--- config.mk ---
export PLATFORM = sky130hd
export DESIGN_NAME = fu_mul_seq
export DESIGN_NICKNAME = d
export VERILOG_FILES = /design/src/rtl/fu_mul_seq.sv
export SDC_FILE = /design/constraint.sdc
export NUM_CORES = 1
export LEC_CHECK = 0
export CORE_ASPECT_RATIO = 0.8
export CORE_MARGIN = 5
export CORE_UTILIZATION = 52
export DETAILED_ROUTE_END_ITERATION = 8
export PLACE_DENSITY = 0.85
export SLEW_MARGIN = 20
export SYNTH_ARGS = -nofsm -noshare
export SYNTH_HDL_FRONTEND = slang
export SYNTH_SLANG_ARGS = --single-unit
--- constraint.sdc ---
create_clock -name clk -period 2.97 [get_ports clk]
set_input_delay 0.4455 -clock clk [delete_from_list [all_inputs] [get_ports clk]]
set_output_delay 0.4455 -clock clk [all_outputs]
set_load 0.02 [all_outputs]
--- src/rtl/fu_mul_seq.sv ---
// Radix-4 Booth MULT/MULTU sequencer. It runs 17 iterations through one
// shared external 34-bit adder and returns the 64-bit product on hi/lo.
module fu_mul_seq #(
   parameter int unsigned ITER  = 17,
   parameter int unsigned CNT_W = 5
) (
   input  logic        clk,
   input  logic        rst_n,
   input  logic        start,
   input  logic        is_signed,
   input  logic [31:0] op_a,
   input  logic [31:0] op_b,
   input  logic        kill,
   output logic [33:0] add_din1,
   output logic [33:0] add_din2,
   output logic        add_cin,
   input  logic [33:0] add_dout,
   output logic        busy,
   output logic        done,
   output logic [31:0] hi,
   output logic [31:0] lo
);

   typedef enum logic [1:0] {
      S_IDLE = 2'd0,
      S_CALC = 2'd1,
      S_DONE = 2'd2
   } state_t;

   localparam logic [CNT_W-1:0] LAST_CNT = CNT_W'(ITER - 1);

   state_t           r_state;
   logic [33:0]      r_m;
   logic [33:0]      r_p;
   logic [33:0]      r_q;
   logic             r_qm1;
   logic [CNT_W-1:0] r_cnt;

   logic [2:0]  w_digit;
   logic [33:0] w_m2;
   logic [33:0] w_ext_a;
   logic [33:0] w_ext_b;

   assign w_digit = {r_q[1:0], r_qm1};
   assign w_m2    = {r_m[32:0], 1'b0};
   assign w_ext_a = {{2{is_signed & op_a[31]}}, op_a};
   assign w_ext_b = {{2{is_signed & op_b[31]}}, op_b};

   // Booth digit selects the partial-product multiple; subtraction is ~x + 1.
   always_comb begin
      add_din1 = '0;
      add_din2 = '0;
      add_cin  = 1'b0;
      if (r_state == S_CALC) begin
         add_din1 = r_p;
         unique case (w_digit)
            3'b001, 3'b010: add_din2 = r_m;
            3'b011:         add_din2 = w_m2;
            3'b100: begin
               add_din2 = ~w_m2;
               add_cin  = 1'b1;
            end
            3'b101, 3'b110: begin
               add_din2 = ~r_m;
               add_cin  = 1'b1;
            end
            default:        add_din2 = '0;
         endcase
      end
   end

   always_ff @(posedge clk or negedge rst_n) begin
      if (!rst_n) begin
         r_state <= S_IDLE;
         r_m     <= '0;
         r_p     <= '0;
         r_q     <= '0;
         r_qm1   <= 1'b0;
         r_cnt   <= '0;
         busy    <= 1'b0;
         done    <= 1'b0;
         hi      <= '0;
         lo      <= '0;
      end else begin
         unique case (r_state)
            S_IDLE: begin
               done <= 1'b0;
               if (start && !kill) begin
                  r_m     <= w_ext_a;
                  r_q     <= w_ext_b;
                  r_qm1   <= 1'b0;
                  r_p     <= '0;
                  r_cnt   <= '0;
                  busy    <= 1'b1;
                  r_state <= S_CALC;
               end
            end
            S_CALC: begin
               if (kill) begin
                  busy    <= 1'b0;
                  r_state <= S_IDLE;
               end else begin
                  // {P,Q} arithmetic-shifts right by two with the new sum on top.
                  r_p   <= {add_dout[33], add_dout[33], add_dout[33:2]};
                  r_q   <= {add_dout[1:0], r_q[33:2]};
                  r_qm1 <= r_q[1];
                  r_cnt <= r_cnt + CNT_W'(1);
                  if (r_cnt == LAST_CNT) begin
                     // Low 64 bits of the shifted {P,Q} are {S[31:0], Q[33:2]}.
                     hi      <= add_dout[31:0];
                     lo      <= r_q[33:2];
                     done    <= 1'b1;
                     r_state <= S_DONE;
                  end
               end
            end
            S_DONE: begin
               done    <= 1'b0;
               busy    <= 1'b0;
               r_state <= S_IDLE;
            end
            default: begin
               done    <= 1'b0;
               busy    <= 1'b0;
               r_state <= S_IDLE;
            end
         endcase
      end
   end

endmodule

Yosys cells after proc, flatten, opt, wreduce, memory -nomap -nowiden
Cells that the tools add are included.

word-level totals
  logic and storage cells = 69
  output and inout bits = 135
  flip-flop bits (word level) = 175

operators by class
  mux-type cells = 27
  reduce and logical (&&, ||, !) cells = 13
  add/subtract/negate cells = 1
  bitwise logic cells = 5
  equal/unequal tests = 13

operator list
  kind                                                                   number
  34-bit two-way mux                                                     6
  34-bit one-hot mux with 2 select lines                                 2
  34-bit one-hot mux with 4 select lines                                 1
  34-bit NOT                                                             2
  5-bit two-way mux                                                      2
  5-bit one-hot mux with 2 select lines                                  1
  3-bit equality test, second input constant                             3
  1-bit two-way mux                                                      9
  2-bit AND reduction                                                    4
  3-bit by 2-bit equality test with 1-bit output, second input constant  2
  2-bit two-way mux                                                      3
  2-bit != test, second input constant                                   3
  3-bit AND reduction                                                    2
  5-bit by 1-bit adder with 5-bit output, second input constant          1
  5-bit equality test, second input constant                             1
  1-bit one-hot mux with 2 select lines                                  2
  2-bit one-hot mux with 2 select lines                                  1
  2-bit OR reduction                                                     2
  3-bit by 1-bit equality test with 1-bit output, second input constant  1
  3-bit by 2-bit != test with 1-bit output, second input constant        1
  3-bit OR reduction                                                     1
  1-bit AND                                                              2
  2-bit by 1-bit equality test with 1-bit output, second input constant  1
  2-bit zero test                                                        1
  5 further kinds                                                        5

Depth between registers and ports, before layout
  word-level depth = 4
  gate-level depth with buffers = 8
  gate-level depth less buffers = 5

Worst setup path before layout
Ideal clock, no wire load.

  path kind = register -> output
  from = register r_state[1]
  to = output add_din1[32]
  setup slack = 619 ps
  arrival time = 1905 ps
  stages on the path, launching flop included = 9
  path buffers = 6
  path through = dfrtp_1 > buf_4 > nand2b_4 > buf_6 > buf_2 > clkbuf_1 > buf_1 > nor2_1 > buf_4

on the way
  word-level cells in the longest chain between the ends = 2

ends and longest elaborated chain
  what                                            line  source
  start: declaration                              32    state_t r_state;
  start signal: assignment                        74    r_state <= S_IDLE;
  start signal: assignment                        95    r_state <= S_CALC;
  start signal: assignment                        101   r_state <= S_IDLE;
  2-bit by 1-bit equality test with 1-bit output  54    if (r_state == S_CALC) begin
  34-bit two-way mux                              54
  end: declaration                                14    output logic [33:0] add_din1,

Every way passes these cells.

Final worst setup path
  from = register r_q[1]
  to = output add_din2[20]

on the way
  word-level cells in the longest chain between the ends = 4
  elaborated cells on any way between the ends = 10

ends and longest elaborated chain
  what                                               line  source
  start: declaration                                 35    logic [33:0] r_q;
  start signal: assignment                           90    r_q <= w_ext_b;
  start signal: assignment                           105   r_q <= {add_dout[1:0], r_q[33:2]};
  3-bit equality test, or another cell as far along  56    unique case (w_digit)
  2-bit OR reduction                                 56
  34-bit one-hot mux with 4 select lines (*)         56
  34-bit two-way mux (*)                             54
  end: declaration                                   15    output logic [33:0] add_din2,

Every way passes the cells marked *; elsewhere a longest branch is shown, timed or not.

==> report_table.html <==
<table>
<tr><th>Metric</th><th>Value</th></tr>
<tr><th colspan="2">Run status</th></tr>
<tr><td>Outcome</td><td>finished, final reports clean</td></tr>
<tr><th colspan="2">Layout</th></tr>
<tr><td>Final non-filler cell area</td><td>11900 sq um</td></tr>
<tr><td>Filler Cell Count</td><td>1162</td></tr>
<tr><td>Final std cells w/o fill</td><td>1157</td></tr>
<tr><td>Net total in the final layout</td><td>1029</td></tr>
<tr><td>Post-synthesis to final-layout area growth</td><td>38.2%</td></tr>
<tr><td>Leading cell type in the layout, fill and taps excluded</td><td>sky130_fd_sc_hd__clkdlybuf4s50_1</td></tr>
<tr><td>Count of inserted antenna diode cells</td><td>0</td></tr>
<tr><td>Commonest non-fill, non-tap cells in the layout</td><td>204 x sky130_fd_sc_hd__clkdlybuf4s50_1, 170 x sky130_fd_sc_hd__dfrtp_1, 101 x sky130_fd_sc_hd__mux2_2</td></tr>
<tr><td>Share of final-layout standard cells stronger than drive strength 1</td><td>22.5%</td></tr>
<tr><td>Core Util, Final</td><td>72.3%</td></tr>
<tr><th colspan="2">Floorplan</th></tr>
<tr><td>Num ports</td><td>238</td></tr>
<tr><td>Std-Cell Core Area</td><td>16400 sq um</td></tr>
<tr><td>Vertical die dimension</td><td>125 um</td></tr>
<tr><td>Die area</td><td>19200 sq um</td></tr>
<tr><td>Die extent in x</td><td>154 um</td></tr>
<tr><td>Count of standard-cell rows</td><td>42</td></tr>
<tr><td>Initial standard-cell utilization of the core</td><td>52.4%</td></tr>
<tr><th colspan="2">Pwr</th></tr>
<tr><td>Worst supply voltage drop on vdd</td><td>0.377 mV</td></tr>
<tr><td>Part of the total power dissipated in the clock network</td><td>25.8%</td></tr>
<tr><td>Leakage power</td><td>5.80 nW</td></tr>
<tr><td>Switch share</td><td>33.5%</td></tr>
<tr><td>Power spent charging and discharging nets</td><td>2.79 mW</td></tr>
<tr><td>Sequential power share</td><td>39.3%</td></tr>
<tr><td>Share of power burned in combinational logic</td><td>34.9%</td></tr>
<tr><td>Total power after layout</td><td>8.34 mW</td></tr>
<tr><td>Power per cell area</td><td>703 nW/um^2</td></tr>
<tr><td>Internal power of the cells</td><td>5.55 mW</td></tr>
<tr><th colspan="2">Clock tree</th></tr>
<tr><td>Number of clock sinks</td><td>173</td></tr>
<tr><td>Level count of the clock H-tree</td><td>4</td></tr>
<tr><td>Clock latency on the worst-skew pair</td><td>0.43 ns</td></tr>
<tr><td>Maximum buffer depth of the clock tree</td><td>2</td></tr>
<tr><td>CTS tree</td><td>built</td></tr>
<tr><td>Clock slew at the register clock pins of the worst setup and hold paths</td><td>0.07 ns</td></tr>
<tr><td>Library cell used as clock root buffer</td><td>sky130_fd_sc_hd__clkbuf_16</td></tr>
<tr><td>Post CTS Setup Buffer Count</td><td>0</td></tr>
<tr><td>Num CTS Buffers</td><td>17</td></tr>
<tr><th colspan="2">Drt</th></tr>
<tr><td>Via Count</td><td>6003</td></tr>
<tr><td>DRC violation total after the first TritonRoute iteration</td><td>282</td></tr>
<tr><td>Number of remaining DRC errors</td><td>0</td></tr>
<tr><td>ANT nets after route</td><td>0</td></tr>
<tr><td>DR pass1 iterations</td><td>4</td></tr>
<tr><td>Post-Route WL</td><td>21300 um</td></tr>
<tr><td>Average wire length per cell after detail routing</td><td>18.4 um</td></tr>
<tr><td>DR vias/cell</td><td>5.19</td></tr>
<tr><th colspan="2">Setup path</th></tr>
<tr><td>Critical Path, Cell by Cell</td><td>buf_4 &gt; nor3b_2 &gt; buf_6 &gt; mux2i_1 &gt; a21oi_1 &gt; dlygate4sd2_1</td></tr>
<tr><td>Req. time, crit path</td><td>2.52 ns</td></tr>
<tr><td>Slowest cell on crit path</td><td>sky130_fd_sc_hd__dfrtp_2</td></tr>
<tr><td>Gate family responsible for the most delay along the worst path</td><td>buffers and inverters</td></tr>
<tr><td>Endpoint arrival time on the critical path</td><td>2.24 ns</td></tr>
<tr><td>Launching element type of the critical path</td><td>flip-flop</td></tr>
<tr><td>Worst path bufs/invs</td><td>3</td></tr>
<tr><td>Kind of critical path</td><td>reg2out</td></tr>
<tr><td>Highest net fanout along the worst path</td><td>22</td></tr>
<tr><td>Type of element capturing the critical path</td><td>output pin</td></tr>
<tr><td>Slowest stage delay, CP</td><td>0.48 ns</td></tr>
<tr><th colspan="2">Synth</th></tr>
<tr><td>Number of warnings issued by yosys</td><td>0</td></tr>
<tr><td>Nets in the synthesized netlist</td><td>809</td></tr>
<tr><td>Leading register cell type out of synthesis</td><td>sky130_fd_sc_hd__dfrtp_1</td></tr>
<tr><td>Post-synthesis area per instance</td><td>12.2 sq um</td></tr>
<tr><td>Leading area contributor after synthesis</td><td>sky130_fd_sc_hd__dfrtp_1</td></tr>
<tr><td>Distinct cell type count after synthesis</td><td>40</td></tr>
<tr><td>Register area share after synthesis</td><td>50.4%</td></tr>
<tr><td>Post-synthesis cell count</td><td>704</td></tr>
<tr><td>Async set-or-reset flop fraction in the synthesized netlist</td><td>100%</td></tr>
<tr><td>Area share of the leading cell type in the synthesized netlist</td><td>50.4%</td></tr>
<tr><td>Main area contributors after synthesis</td><td>sky130_fd_sc_hd__dfrtp_1 50%, sky130_fd_sc_hd__mux2_2 13%, sky130_fd_sc_hd__mux2_4 8.6%</td></tr>
<tr><td>Count of flip-flops with a built-in enable after synthesis</td><td>0</td></tr>
<tr><td>Register bit count reported by yosys</td><td>173</td></tr>
<tr><td>Area of the mapped netlist</td><td>8580 sq um</td></tr>
<tr><th colspan="2">Place</th></tr>
<tr><td>Count of input and output buffers</td><td>237</td></tr>
<tr><td>Standard cell area after detailed placement</td><td>11200 sq um</td></tr>
<tr><td>Final HPWL from detailed placement</td><td>14800 um</td></tr>
<tr><td>Placed Instances</td><td>1124</td></tr>
<tr><td>Global placer's final weighted congestion</td><td>0.891</td></tr>
<tr><td>DP Worst Slack</td><td>0.373 ns</td></tr>
<tr><th colspan="2">Timing</th></tr>
<tr><td>Crit share post-route</td><td>90.3%</td></tr>
<tr><td>Crit path setup slack, layout</td><td>0.289 ns</td></tr>
<tr><td>Number of max-slew violations in the final report</td><td>0</td></tr>
<tr><td>Tightest Pin Transition</td><td>0.669 ns</td></tr>
<tr><td>Number of endpoints failing setup at the final stage</td><td>0</td></tr>
<tr><td>Final Hold Vio Count</td><td>0</td></tr>
<tr><td>Worst slew margin</td><td>54.8%</td></tr>
<tr><td>Post-layout min period</td><td>2.68 ns</td></tr>
<tr><td>Setup tns final</td><td>0 ns</td></tr>
<tr><td>Worst hold slack</td><td>0.491 ns</td></tr>
<tr><td>Skew final</td><td>0.00966 ns</td></tr>
<tr><td>Setup repair after global routing missed its margin</td><td>no</td></tr>
<tr><td>Highest attainable clock frequency</td><td>0.373 GHz</td></tr>
<tr><th colspan="2">Min path</th></tr>
<tr><td>Min-Delay Path Class</td><td>reg2reg</td></tr>
<tr><th colspan="2">Global routing</th></tr>
<tr><td>Number of global-route vias before repair</td><td>6118</td></tr>
<tr><td>Antenna violations before repair</td><td>0</td></tr>
<tr><td>Gr ovfl total</td><td>0</td></tr>
<tr><td>Global-route wire length before repair</td><td>33900 um</td></tr>
<tr><td>Maximum number of pins on one net before global-route repair</td><td>60</td></tr>
<tr><td>All-Layer GR Usage</td><td>21.9%</td></tr>
<tr><th colspan="2">Flow run</th></tr>
<tr><td>Reported max-cap violation count</td><td>0</td></tr>
</table>
==> worst register-to-register path: stages (launching register included) <==
cell	delay, ns
sky130_fd_sc_hd__dfrtp_1	0.55
sky130_fd_sc_hd__nand2b_4	0.23
sky130_fd_sc_hd__buf_12	0.27
sky130_fd_sc_hd__or3_4	0.33
sky130_fd_sc_hd__buf_12	0.38
sky130_fd_sc_hd__mux2_1	0.45
==> sequential cells by signal, indices dropped and copies added (netlist names) <==
register,cells
r_cnt,5
r_q,34
done,1
r_state,2
r_p,32
hi,32
r_qm1,1
lo,32
busy,1
r_m,33
==> layer usage <==
| metal | global-route usage (%) | vias up | share of wire (%) |
|---|---|---|---|
| met5 | 0 | - | 0 |
| met4 | 4.93 | 0 | 1.1 |
| met3 | 5.73 | 19 | 5.8 |
| met2 | 34.5 | 176 | 47 |
| met1 | 30.7 | 2997 | 46 |
| li1 | - | 2811 | - |
==> cells by family after synthesis <==
family / Yosys count / share of synthesized area, %
buffers and inverters: 93 / 5.06
AOI/OAI and AO/OA: 49 / 3.25
DFF: 173 / 50.4
muxes: 231 / 31.5
and+or+nand+nor: 124 / 6.21
xor gates and xnor gates: 32 / 3.27
adders and majority gates: 2 / 0.291
==> power by group through the flow <==
| stage | combinational (mW) | clock [mW] | sequential (mW) |
|---|---|---|---|
| after CTS | 2.95 | 2.21 | 3.28 |
| after global routing | 3.14 | 2.31 | 3.34 |
| after detailed placement | 2.93 | 0 | 3.31 |
| after floorplan | 1.68 | 0 | 3.35 |
| after global placement | 2.88 | 0 | 3.29 |
| final | 2.91 | 2.15 | 3.28 |
==> synthesized netlist by cell type (all sizes together), types with 2 or more instances <==
cell type  instances
nand2b             2
buf               29
nor2b              4
mux2i             66
nor2              37
xor2              32
dfrtp            173
clkbuf            24
inv               40
mux2             165
a21oi             36
o21ai              3
nand3              2
nand2             69
a41o               2
ha                 2
a311oi             2
==> final timing paths <==
check,startpoint,end,slack (ns),cells after the start
min in group asynchronous,rst_n,r_p[4]$_DFFE_PN0P_,0.55,2
min reg2reg,lo[2]$_DFFE_PN0P_,lo[2]$_DFFE_PN0P_,0.49,1
max,r_q[1]$_DFFE_PN0P_,add_din2[20],0.29,6
min,lo[2]$_DFFE_PN0P_,lo[2]$_DFFE_PN0P_,0.49,1
max in group asynchronous,rst_n,r_q[1]$_DFFE_PN0P_,1.68,3
max reg2reg,r_state[1]$_DFFE_PN0P_,lo[31]$_DFFE_PN0P_,0.64,5
==> final cells by class <==
class / instances / area [sq um] / area share (%)
multi-input combinational: 438 / 3870 / 32.6
clock buffer: 19 / 433 / 3.65
timing repair buffer: 254 / 2670 / 22.5
sequential: 173 / 4330 / 36.5
tap: 220 / 275 / 2.32
inverter: 40 / 150 / 1.27
clock inverter: 13 / 133 / 1.12
==> timing repair <==
item                                   in CTS  in global routing
setup endpoints to repair                  23                 29
endpoints found under the hold margin      43                  0
gates cloned                                0                  0
pin swaps                                   0                  0
gates resized for setup                     6                 32
hold buffers                                1                  0
Power figures use the tool's default switching activity.
